===== src/rtl/systolic_seq_ctrl.sv =====
// Control sequencer for a weight-stationary NxN MAC array: clear, load weight rows,
// stream skewed activations, flag skewed result columns. Control signals only.
module systolic_seq_ctrl #(
    parameter int DATA_SIZE  = 8,
    parameter int ARRAY_SIZE = 2,
    parameter int VEC_W      = 8
) (
    input  logic                          clk,
    input  logic                          reset,
    input  logic                          start,
    input  logic [VEC_W-1:0]              num_vec,
    output logic                          busy,
    output logic                          done,
    output logic                          start_err,
    output logic                          array_clr,
    output logic [ARRAY_SIZE-1:0]         w_load,
    output logic [$clog2(ARRAY_SIZE)-1:0] w_row_idx,
    output logic                          a_rd_en,
    output logic [ARRAY_SIZE-1:0]         a_lane_vld,
    output logic [ARRAY_SIZE-1:0]         res_col_vld
);

    localparam int RW = $clog2(ARRAY_SIZE);
    // Holds M + 2N - 2 for the largest M with headroom, so the stream counter never wraps.
    localparam int CW = VEC_W + $clog2(ARRAY_SIZE) + 2;

    if (DATA_SIZE < 1 || ARRAY_SIZE < 2) begin : g_bad_param
        $error("systolic_seq_ctrl: DATA_SIZE must be >= 1 and ARRAY_SIZE >= 2");
    end

    typedef enum logic [2:0] {
        S_IDLE,
        S_CLEAR,
        S_LOAD,
        S_STREAM,
        S_DONE
    } state_t;

    state_t                  r_state, w_state_nxt;
    logic [RW-1:0]           r_row, w_row_nxt;
    logic [CW-1:0]           r_t, w_t_nxt;
    logic [VEC_W-1:0]        r_m, w_m_nxt;
    logic [CW-1:0]           w_t_last;
    logic [CW-1:0]           w_m_ext;
    logic                    w_stream;

    logic                    r_busy, r_done, r_err, r_clr, r_rd;
    logic [ARRAY_SIZE-1:0]   r_wl, r_lane, r_col;
    logic [RW-1:0]           r_idx;

    logic                    w_busy_nxt, w_done_nxt, w_err_nxt, w_clr_nxt, w_rd_nxt;
    logic [ARRAY_SIZE-1:0]   w_wl_nxt, w_lane_nxt, w_col_nxt;
    logic [RW-1:0]           w_idx_nxt;

    assign w_t_last = CW'(r_m) + CW'(2 * ARRAY_SIZE - 2);

    always_ff @(posedge clk or negedge reset) begin
        if (!reset) begin
            r_state <= S_IDLE;
            r_row   <= '0;
            r_t     <= '0;
            r_m     <= '0;
        end else begin
            r_state <= w_state_nxt;
            r_row   <= w_row_nxt;
            r_t     <= w_t_nxt;
            r_m     <= w_m_nxt;
        end
    end

    always_comb begin
        w_state_nxt = r_state;
        w_row_nxt   = '0;
        w_t_nxt     = '0;
        w_m_nxt     = r_m;
        w_err_nxt   = 1'b0;
        case (r_state)
            S_IDLE: begin
                if (start) begin
                    if (num_vec != '0) begin
                        w_state_nxt = S_CLEAR;
                        w_m_nxt     = num_vec;
                    end else begin
                        w_err_nxt = 1'b1;
                    end
                end
            end
            S_CLEAR: w_state_nxt = S_LOAD;
            S_LOAD: begin
                if (r_row == RW'(ARRAY_SIZE - 1)) w_state_nxt = S_STREAM;
                else                              w_row_nxt   = r_row + RW'(1);
            end
            S_STREAM: begin
                if (r_t == w_t_last) w_state_nxt = S_DONE;
                else                 w_t_nxt     = r_t + CW'(1);
            end
            S_DONE:  w_state_nxt = S_IDLE;
            default: w_state_nxt = S_IDLE;
        endcase
    end

    // Outputs are decoded from the next state/counters and registered, so each one
    // lines up with the state it belongs to and nothing is combinational from inputs.
    always_comb begin
        w_stream   = (w_state_nxt == S_STREAM);
        w_m_ext    = CW'(r_m);
        w_busy_nxt = (w_state_nxt != S_IDLE);
        w_done_nxt = (w_state_nxt == S_DONE);
        w_clr_nxt  = (w_state_nxt == S_CLEAR);
        w_rd_nxt   = w_stream && (w_t_nxt < w_m_ext);
        w_idx_nxt  = (w_state_nxt == S_LOAD) ? w_row_nxt : '0;
        w_wl_nxt   = '0;
        w_lane_nxt = '0;
        w_col_nxt  = '0;
        for (int i = 0; i < ARRAY_SIZE; i++) begin
            w_wl_nxt[i]   = (w_state_nxt == S_LOAD) && (w_row_nxt == RW'(i));
            w_lane_nxt[i] = w_stream && (w_t_nxt >= CW'(i)) && (w_t_nxt < CW'(i) + w_m_ext);
            w_col_nxt[i]  = w_stream && (w_t_nxt >= CW'(ARRAY_SIZE + i))
                            && (w_t_nxt < CW'(ARRAY_SIZE + i) + w_m_ext);
        end
    end

    always_ff @(posedge clk or negedge reset) begin
        if (!reset) begin
            r_busy <= 1'b0;
            r_done <= 1'b0;
            r_err  <= 1'b0;
            r_clr  <= 1'b0;
            r_rd   <= 1'b0;
            r_wl   <= '0;
            r_idx  <= '0;
            r_lane <= '0;
            r_col  <= '0;
        end else begin
            r_busy <= w_busy_nxt;
            r_done <= w_done_nxt;
            r_err  <= w_err_nxt;
            r_clr  <= w_clr_nxt;
            r_rd   <= w_rd_nxt;
            r_wl   <= w_wl_nxt;
            r_idx  <= w_idx_nxt;
            r_lane <= w_lane_nxt;
            r_col  <= w_col_nxt;
        end
    end

    assign busy        = r_busy;
    assign done        = r_done;
    assign start_err   = r_err;
    assign array_clr   = r_clr;
    assign w_load      = r_wl;
    assign w_row_idx   = r_idx;
    assign a_rd_en     = r_rd;
    assign a_lane_vld  = r_lane;
    assign res_col_vld = r_col;

endmodule

===== config.mk =====
export PLATFORM = sky130hd
export DESIGN_NAME = systolic_seq_ctrl
export DESIGN_NICKNAME = d
export VERILOG_FILES = /design/src/rtl/systolic_seq_ctrl.sv
export SDC_FILE = /design/constraint.sdc
export NUM_CORES = 1
export LEC_CHECK = 0
export CAP_MARGIN = 20
export CORE_AREA = 4 4 81 83
export DETAILED_ROUTE_END_ITERATION = 10
export DIE_AREA = 0 0 85 87
export PLACE_DENSITY = 0.71
export REMOVE_ABC_BUFFERS = 1
export SLEW_MARGIN = 20
export SYNTH_ARGS = -nofsm -noshare
export SYNTH_HDL_FRONTEND = slang
export SYNTH_SLANG_ARGS = --single-unit

===== constraint.sdc =====
create_clock -name clk -period 3.3 [get_ports clk]
set_input_delay 0.99 -clock clk [delete_from_list [all_inputs] [get_ports clk]]
set_output_delay 0.99 -clock clk [all_outputs]
set_load 0.05 [all_outputs]

-- Yosys cells after proc, flatten, opt, wreduce, memory -nomap -nowiden
Index checks and enable logic that the tools add are counted.
- register bits: 35
- input bits: 11
- output and inout port bits: 12
- magnitude comparators: 8
- mux-type cells: 13
- reductions and logical operators: 15
- equal/unequal tests: 8
- bitwise gates (word level): 1
- add/subtract/negate cells: 5
- operators with widths (kind ; count):
    $lt A11 B9 Y1 ; 3
    $ge A11 B1 Y1 const B ; 2
    $ge A11 B2 Y1 const B ; 2
    $mux W11 ; 2
    $add A2 B8 Y9 const A ; 2
    $eq A3 B2 Y1 const B ; 4
    $mux W3 ; 4
    $pmux W3 S4 ; 1
    $add A11 B1 Y11 const B ; 1
    $eq A11 B11 Y1 ; 1
    $logic_and A1 B1 Y1 ; 11
    $lt A11 B8 Y1 ; 1
    $add A1 B8 Y9 const A ; 1
    $reduce_bool A8 Y1 ; 1
    $eq A3 B1 Y1 const B ; 2
    $mux W1 ; 6
    $eq A3 B3 Y1 const B ; 1
    $logic_not A3 Y1 ; 1
    $reduce_and A3 Y1 ; 1
    $reduce_bool A3 Y1 ; 1
    $add A1 B1 Y1 const B ; 1
    $not A1 Y1 ; 1

-- Logic depth before layout (Yosys ltp)
Gate-level depths: netlist of the first run.
- depth after elaboration: 7
- gate-level depth with buffers: 17
- mapped depth without buffers: 16

-- Worst setup path before layout of the first run
Ideal clock, no wire load.
- path kind: register -> register
- start: register r_m[1]
- end: register r_col[0], in the netlist res_col_vld[0]
- buffers on the path: 1
- cell stages (with the launch flop): 16
- required time: 3.235 ns
- library setup time: 0.065 ns
- arrival: 3.512 ns
- path slack: -0.276 ns
- path through: dfrtp_1 > ha_1 > nand2_1 > o32a_1 > a211o_1 > nor4_4 > or2_1 > buf_4 > nor2_1 > ha_1 > nor2_1 > a2111oi_0 > o41ai_2 > a31oi_1 > o31a_1 > o21a_1
- cells in the longest elaborated chain, start to end: 7
- elaborated cells between the ends (all ways): 11
- those cells by class: add/sub (1); order compare (2); eq/ne (2); mux (4); reduce/logical (2)
- ends and longest elaborated chain (item ; line ; source):
    from (decl) ; 42 ; logic [VEC_W-1:0] r_m, w_m_nxt;
    from (signal assigned) ; 67 ; r_m <= w_m_nxt;
    $add A2 B8 Y9 * ; 55 ; assign w_t_last = CW'(r_m) + CW'(2 * ARRAY_SIZE - 2);
    $eq A11 B11 Y1 * ; 94 ; if (r_t == w_t_last) w_state_nxt = S_DONE;
    $mux W11 * ; 94 ;
    $mux W11 * ; 77 ; case (r_state)
    named net w_t_nxt[1] ; 41 ; logic [CW-1:0] r_t, w_t_nxt;
    $ge A11 B2 Y1 ; 118 ; w_col_nxt[i] = w_stream && (w_t_nxt >= CW'(ARRAY_SIZE + i))
    $logic_and A1 B1 Y1 ; 118 ;
    $logic_and A1 B1 Y1 * ; 119 ; && (w_t_nxt < CW'(ARRAY_SIZE + i) + w_m_ext);
    named net w_col_nxt[0] ; 52 ; logic [ARRAY_SIZE-1:0] w_wl_nxt, w_lane_nxt, w_col_nxt;
    to (signal assigned) ; 143 ; r_col <= w_col_nxt;
    to (decl) ; 48 ; logic [ARRAY_SIZE-1:0] r_wl, r_lane, r_col;
Mark *: on every way through the listed nets, which the timed path passes. The rest lies on a longest branch.
A chain may end at the register's enable or synchronous reset.

-- Final worst setup path of the first run
Same ends and word-level chain as after synthesis.

==> impl_results.md, run 1 <==
* Routed via count at ~2900
* Post-Syn Area at about 2800 um^2
* Initial antenna violation count at 0
* Avg WL per Cell at 19.4 um
* Cells after Synth at 323
* Worst R2R Path Depth at 15
* Fmax at 298 MHz
* Pre-Repair DR Iteration Count at 5
* Rows at 28
* Hold Buf Count CTS at 0
* Worst vdd ir at 0.446 mV
* Finish-stage setup viols at 2
* Register bit total from synthesis at 33
* Worst-path clk slew at 0.08 ns
* Detailed-placement wirelength estimate at about 6700 um
* Cell at the slowest stage of the critical path: dfrtp_1
* RSZ-0062 raised after global routing: true
* Worst path depth at 15
* Chip height at 87 um
* FFs w/ async S/R, synth at 100%
* Root Driver: clkbuf_8
* DRC at 0
* Post-synth top area share at 29.4%
* Post-Route Skew at 0.0118 ns
* Tot GR Track Use at 24.5%
* # diodes at 0
* Total CTS buffers at 5
* WHS Path Cells at 1
* Pins Over Slew Limit at 0
* P per Cell Area at between 800 and 900 nW/um^2
* Sequential area share after synthesis at 29.4%
* Initial Utilization at 48.1%
* Layout cells sized above 1 at ~28%
* Post-synth EDFFs at 0
* Hold Fails Final Rpt at 0
* CORE AREA at 5850 um^2
* Die area at between 7000 and 8000 um^2
* Vias per cell at 6.06
* CP cell instances: inv_2 > ha_4 > xnor2_4 > nor4b_4 > o311ai_4 > nor4_4 > or2_4 > nor2_2 > ha_1 > nor2_1 > a2111oi_4 > o41ai_2 > a31oi_1 > o31a_1 > o21a_1
* First-pass GRT wire length at between 10000 and 15000 um
* Fillers at 446
* Area leader, netlist: dfrtp_1
* Syn-to-layout area delta at 38.2%
* Synth Area per Inst at 8.71 um^2
* DRT Wirelength at around 9300 um
* CTS tree: done
* Crit start category: flip-flop
* Primary FF master, synth: dfrtp_1
* Layout Nets at 440
* Yosys cell types at around 60
* Crit path max fanout at 3
* Final ANT Viol Nets at 0
* Remaining global-route overflow at 0
* Hold slack at 0.498 ns
* Final min period at 3.35 ns
* Worst slack, placed at -0.167 ns
* Hold/Removal Path Class: reg2reg
* CTS Buffer Depth at 2
* Worst EP arrival at 3.59 ns
* Number of top-level pins at 23
* Static Leakage at 1.71 nW
* Failing checks: setup timing
* Iter 0 DRT Violations at roughly 260
* # clock sinks at 33
* Vias in the first global route at around 2800
* Bufs and invs on worst path at 1
* Largest net degree at the start of global routing at 34
* Slew headroom at 45.5%
* Dominant cells by area after synthesis: dfrtp_1, ha_1, xnor2_1
* Final worst setup slack at -0.0505 ns
* Fin crit share at 102%
* Crit path max-delay family: compound AO/OA/AOI/OAI gates
* CP Capture Type: flip-flop
* Placer Congestion at 0.994
* Status: finished, violations left
* Die Wd at 85 um
* Worst Tran Pin Value at 0.817 ns
* Max Cap Viol at 0
* Ys Warns at 0
* Worst-Skew Late Latency at 0.30 ns
* Crit path largest cell delay at 0.41 ns
* H-tree depth at 2
* Setup CP Type: reg2reg
* IO buf count at 22
* WP data required at 3.54 ns
==> cells in the mapped netlist (all sizes together), types with 2 or more instances <==
library cell  number
dfrtp             33
nand2             33
ha                27
nor2              27
xnor2             24
o21ai             18
inv               14
nor3              14
buf               13
nand3             13
xor2               9
a21oi              8
a31oi              7
nand4              6
and3               5
clkbuf             5
nor4               5
nor2b              4
o211ai             4
a2111oi            3
a211oi             3
a21o               3
and4               3
nor3b              3
nor4b              3
o21a               3
nand2b             2
o31a               2
o31ai              2
o41ai              2
or3                2
or4                2
==> cell type report <==
type,count,area (um^2),area share (%)
multi-input cells,257,2080,53.5
flip-flops and latches,33,827,21.3
repair buffers,90,748,19.3
well taps,75,93.8,2.41
clock buffers,6,72.6,1.87
inverters,15,56.3,1.45
clock inverters,2,10.0,0.258
==> placed cells by master (no fill, tap or decap), drive strengths merged, types with 3 or more instances in the layout <==
cell type	instances
nor4b	3
nand4	6
nor4	5
inv	14
xnor2	24
and4	3
nor2	27
and3	5
nand2	33
nand3	13
dfrtp	33
ha	27
nor3b	3
clkdlybuf4s50	21
clkinv	3
o21ai	18
a21o	3
o21a	3
a21oi	8
a31oi	7
clkbuf	6
nor3	14
a2111oi	3
o211ai	4
buf	69
nor2b	4
xor2	9
a211oi	3
==> final timing paths <==
path                        start        endpoint  slack, ns
min reg2reg                 r_row       w_row_idx       0.50
max in group asynchronous   reset          r_m[2]       1.95
min in group asynchronous   reset          r_t[0]       0.78
min                         r_row       w_row_idx       0.50
max                        r_m[1]  res_col_vld[0]      -0.05
max reg2reg                r_m[1]  res_col_vld[0]      -0.05
==> worst reg2reg max path, cell delays in order, from the launching register on <==
cell and delay [ns]:
dfrtp_1 0.41, inv_2 0.09, ha_4 0.22, xnor2_4 0.15, nor4b_4 0.33, o311ai_4 0.17
nor4_4 0.32, or2_4 0.17, nor2_2 0.05, ha_1 0.35, nor2_1 0.09, a2111oi_4 0.34
o41ai_2 0.16, a31oi_1 0.18, o31a_1 0.16, o21a_1 0.11
==> where the power goes <==
part           switching (mW)  total, mW  internal (mW)
registers              0.0878      0.574          0.486
logic                    1.23       2.30           1.07
clock network           0.169      0.315          0.146
==> what timing repair did <==
item / CTS / global route
setup buffers: 8 / 5
gates resized for setup: 20 / 29
pin swaps: 16 / 24
hold endpoints to repair: 0 / 0
endpoints found under the setup margin: 3 / 4
==> sequential cells by signal, indices dropped and copies added (netlist names), 2 cells and up <==
name / cells
a_lane_vld: 2
r_t: 11
r_state: 3
r_m: 8
res_col_vld: 2
==> logic make-up (layout without fill, tap and decap cells) <==
group           count (synthesis)  after routing  share of synthesized area (%)
mux                             1              1                          0.356
buf+inv                        33            113                           5.65
fa+ha+maj                      28             28                           12.4
flops                          33             33                           29.4
xor+xnor                       35             35                           11.9
simple gates                  125            125                           23.2
compound gates                 68             68                           17.2
==> layer usage <==
metal	routed length (um)	GRT usage [%]	part of all wire (%)
met5	0	0	0
met4	430	12.5	4.6
met3	535	5.01	5.8
met2	4410	39.7	47
met1	3910	30.9	42
==> through the flow <==
stage	utilization, %	instances	cell area, um^2	TNS, ns	power, mW
final	66.4	478	3890	-0.0668	3.19
after CTS	62.9	474	3680	-0.201	2.89
after floorplan	-	305	2710	-1.67	1.66
after global placement	58.8	458	3440	-0.0304	2.33
after global routing	66.4	478	3890	-0.484	3.37
after detailed placement	58.8	458	3440	-0.295	2.37
Note: power is estimated with default switching activity, not from simulation.
==> run 2: changes to the inputs <==
Clock period 3.3 ns to 2.7 ns, I/O delays scaled along.
==> run 2 against run 1 <==
The run still ends with setup timing left; utilization increased by 2.6 points; critical path depth up 4; sequential power up 18%; sequential share of layout area decreased by 0.81 points; critical endpoint is now res_col_vld[1]; largest power group unchanged.
==> impl_results.md, run 2 (synthesis results as in run 1) <==
* Status: finished, violations left
* Failing checks: setup timing
* Placement Cell Area at 3630 um^2 (+5.7%)
* Die area at 7400 um^2 (unchanged)
* Final worst setup slack at -0.670 ns (-0.620 ns)
* Avg WL per Cell at 18.5 um (-4.7%)
* CP Capture Type: flip-flop
* Placer Congestion at 0.972 (-2.2%)
* Fin crit share at 125% (+23 points)
* Rows at 28 (unchanged)
* First-pass GRT wire length at 15300 um (+9.5%)
* P per Cell Area at 1030 nW/um^2 (+25%)
* Max reg flops at 11 (unchanged)
* Final min period at 3.37 ns (+0.0196 ns)
* Hold/Removal Path Class: reg2reg
* Placed Cells at 484 (+5.7%)
* Static Leakage at 1.86 nW (+8.5%)
* Pre-Repair DR Iteration Count at 5 (unchanged)
* Worst-Skew Late Latency at 0.30 ns (about the same)
* Worst r2r src: r_m[1]
* Bufs and invs on worst path at 4 (+3)
* DRC at 0 (unchanged)
* Worst slack, placed at -0.820 ns (-0.653 ns)
* # diodes at 0 (unchanged)
* Tot GR Track Use at 26.8% (+2.3 points)
* Comb pwr share at 71.6% (-0.5 points)
* Finish-stage setup viols at 4 (+2)
* Int Pwr at 2.31 mW (+36%)
* Remaining global-route overflow at 0 (unchanged)
* RSZ-0062 raised after global routing: true
* # clock sinks at 33 (unchanged)
* Commonest non-fill, non-tap cell in the layout: buf_4
* Fmax at 297 MHz (-0.58%)
* CTS Buffer Depth at 2 (unchanged)
* Worst vdd ir at 0.700 mV (+57%)
* DRT Wirelength at 9330 um (+0.44%)
* Non-Filler Instances at 504 (+5.4%)
* Syn-to-layout area delta at 43.6%
* CTS tree: done
* Layout Nets at 466 (+5.9%)
* Layout cells sized above 1 at 31.2% (+3.2 points)
* Post-Route Skew at 0.0148 ns (+0.00299 ns)
* Vias per cell at 5.83 (-3.8%)
* Worst Tran Pin Value at 0.786 ns (-0.0313 ns)
* Routed via count at 2937 (+1.5%)
* Crit path launch: r_m[1]
* Sw Ratio at 44.5% (-2.2 points)
* Hold Fails Final Rpt at 0 (unchanged)
* Number of top-level pins at 23 (unchanged)
* Crit path max-delay family: compound AO/OA/AOI/OAI gates
* Design area at 4040 um^2 (+4.0%)
* Most frequent cells in the layout: buf_4, nand2_1, dfrtp_1
* Crit start category: flip-flop
* Crit path max fanout at 4 (+1)
* Initial antenna violation count at 0 (unchanged)
* Critical Path End: res_col_vld[1]
* Switching power at 1.85 mW (+24%)
* IO buf count at 22 (unchanged)
* Pins Over Slew Limit at 0 (unchanged)
* Total CTS buffers at 5 (unchanged)
* Worst-path clk slew at 0.08 ns (about the same)
* Chip height at 87 um (unchanged)
* Slew headroom at 47.6% (+2.1 points)
* Clk pwr share at 12.2% (+2.3 points)
* R2r setup slk at -0.67 ns (-0.62 ns)
* H-tree depth at 2 (unchanged)
* Root Driver: clkbuf_8
* Max Cap Viol at 0 (unchanged)
* Vias in the first global route at 3005 (+8.1%)
* Cell at the slowest stage of the critical path: dfrtp_1
* Die Wd at 85 um (unchanged)
* Worst EP arrival at 3.56 ns (-0.03 ns)
* CORE AREA at 5850 um^2 (unchanged)
* RR Endpoint: res_col_vld[1]
* Biggest regs: r_t: 11 flops, r_m: 8 flops, r_state: 3 flops
* WP data required at 2.89 ns (-0.65 ns)
* Setup CP Type: reg2reg
* Final ANT Viol Nets at 0 (unchanged)
* Crit path largest cell delay at 0.42 ns (about the same)
* Reg power frac at 16.3% (-1.7 points)
* Iter 0 DRT Violations at 227 (-14%)
* Detailed-placement wirelength estimate at 6880 um (+2.6%)
* Initial Utilization at 48.1% (unchanged)
* Largest net degree at the start of global routing at 34 (unchanged)
* CP cell instances: buf_6 > ha_4 > xor3_1 > o32a_1 > a211o_1 > nor4_4 > or2_4 > nor2_4 > buf_6 > ha_4 > o21a_1 > o21ai_2 > buf_4 > buf_4 > a21o_1 > o211ai_1 > o21ai_1 > a21oi_1 > o21ai_1
* Worst R2R Path Depth at 19 (+4)
* Largest Register: r_t
* Worst path depth at 19 (+4)
## run 2: worst min path at each step
stage,from,end,cells after the start,slack [ns]
finish,r_row,r_row,1,0.50
global route,r_row,w_row_idx,1,0.52
CTS,r_row,r_row,1,0.49
detailed placement,r_row,w_row_idx,1,0.47
global placement,r_row,r_row,1,0.47
floorplan,r_row,r_row,1,0.44
## run 2: cell type report
cell class | instances | area [um^2]
multi-input combinational | 257 | 2010
tap | 75 | 93.8
inverter | 15 | 56.3
fill | 438 | 1810
sequential | 33 | 827
clock buffer | 7 | 86.3
timing repair buffer | 116 | 941
clock inverter | 1 | 30.0
## run 2: layer usage
| layer | up-vias | wire, um | track usage, % | share of wire [%] |
|---|---|---|---|---|
| met5 | - | 0 | 0 | 0 |
| met4 | 0 | 328 | 12.1 | 3.5 |
| met3 | 36 | 523 | 3.69 | 5.6 |
| met2 | 120 | 4490 | 45.3 | 48 |
| met1 | 1400 | 3990 | 34.0 | 43 |
| li1 | 1381 | - | - | - |
## run 2: stage by stage
step                      utilization (%)  hold slack [ns]  TNS, ns  power (mW)
final                                69.1            0.496    -2.30        4.15
after global routing                 69.1            0.519    -2.68        4.41
after CTS                            68.5            0.491    -2.19        3.97
after detailed placement             62.1            0.471    -2.99        3.03
after global placement               62.1            0.467    -2.29        2.98
after floorplan                         -            0.440    -4.07        2.03
## run 2: power by group through the flow
stage	Sequential [mW]	Clock, mW	Combinational (mW)
after detailed placement	0.674	0	2.35
final	0.676	0.505	2.97
after floorplan	0.860	0	1.17
after global routing	0.684	0.519	3.20
after global placement	0.669	0	2.32
after CTS	0.672	0.501	2.80
## run 2: timing repair
action                                  4_1_cts  5_1_grt
buffers inserted                             12        1
hold buffers                                  0        0
pin swaps                                    20        8
resized for setup                            34        7
endpoints found under the setup margin        4        4
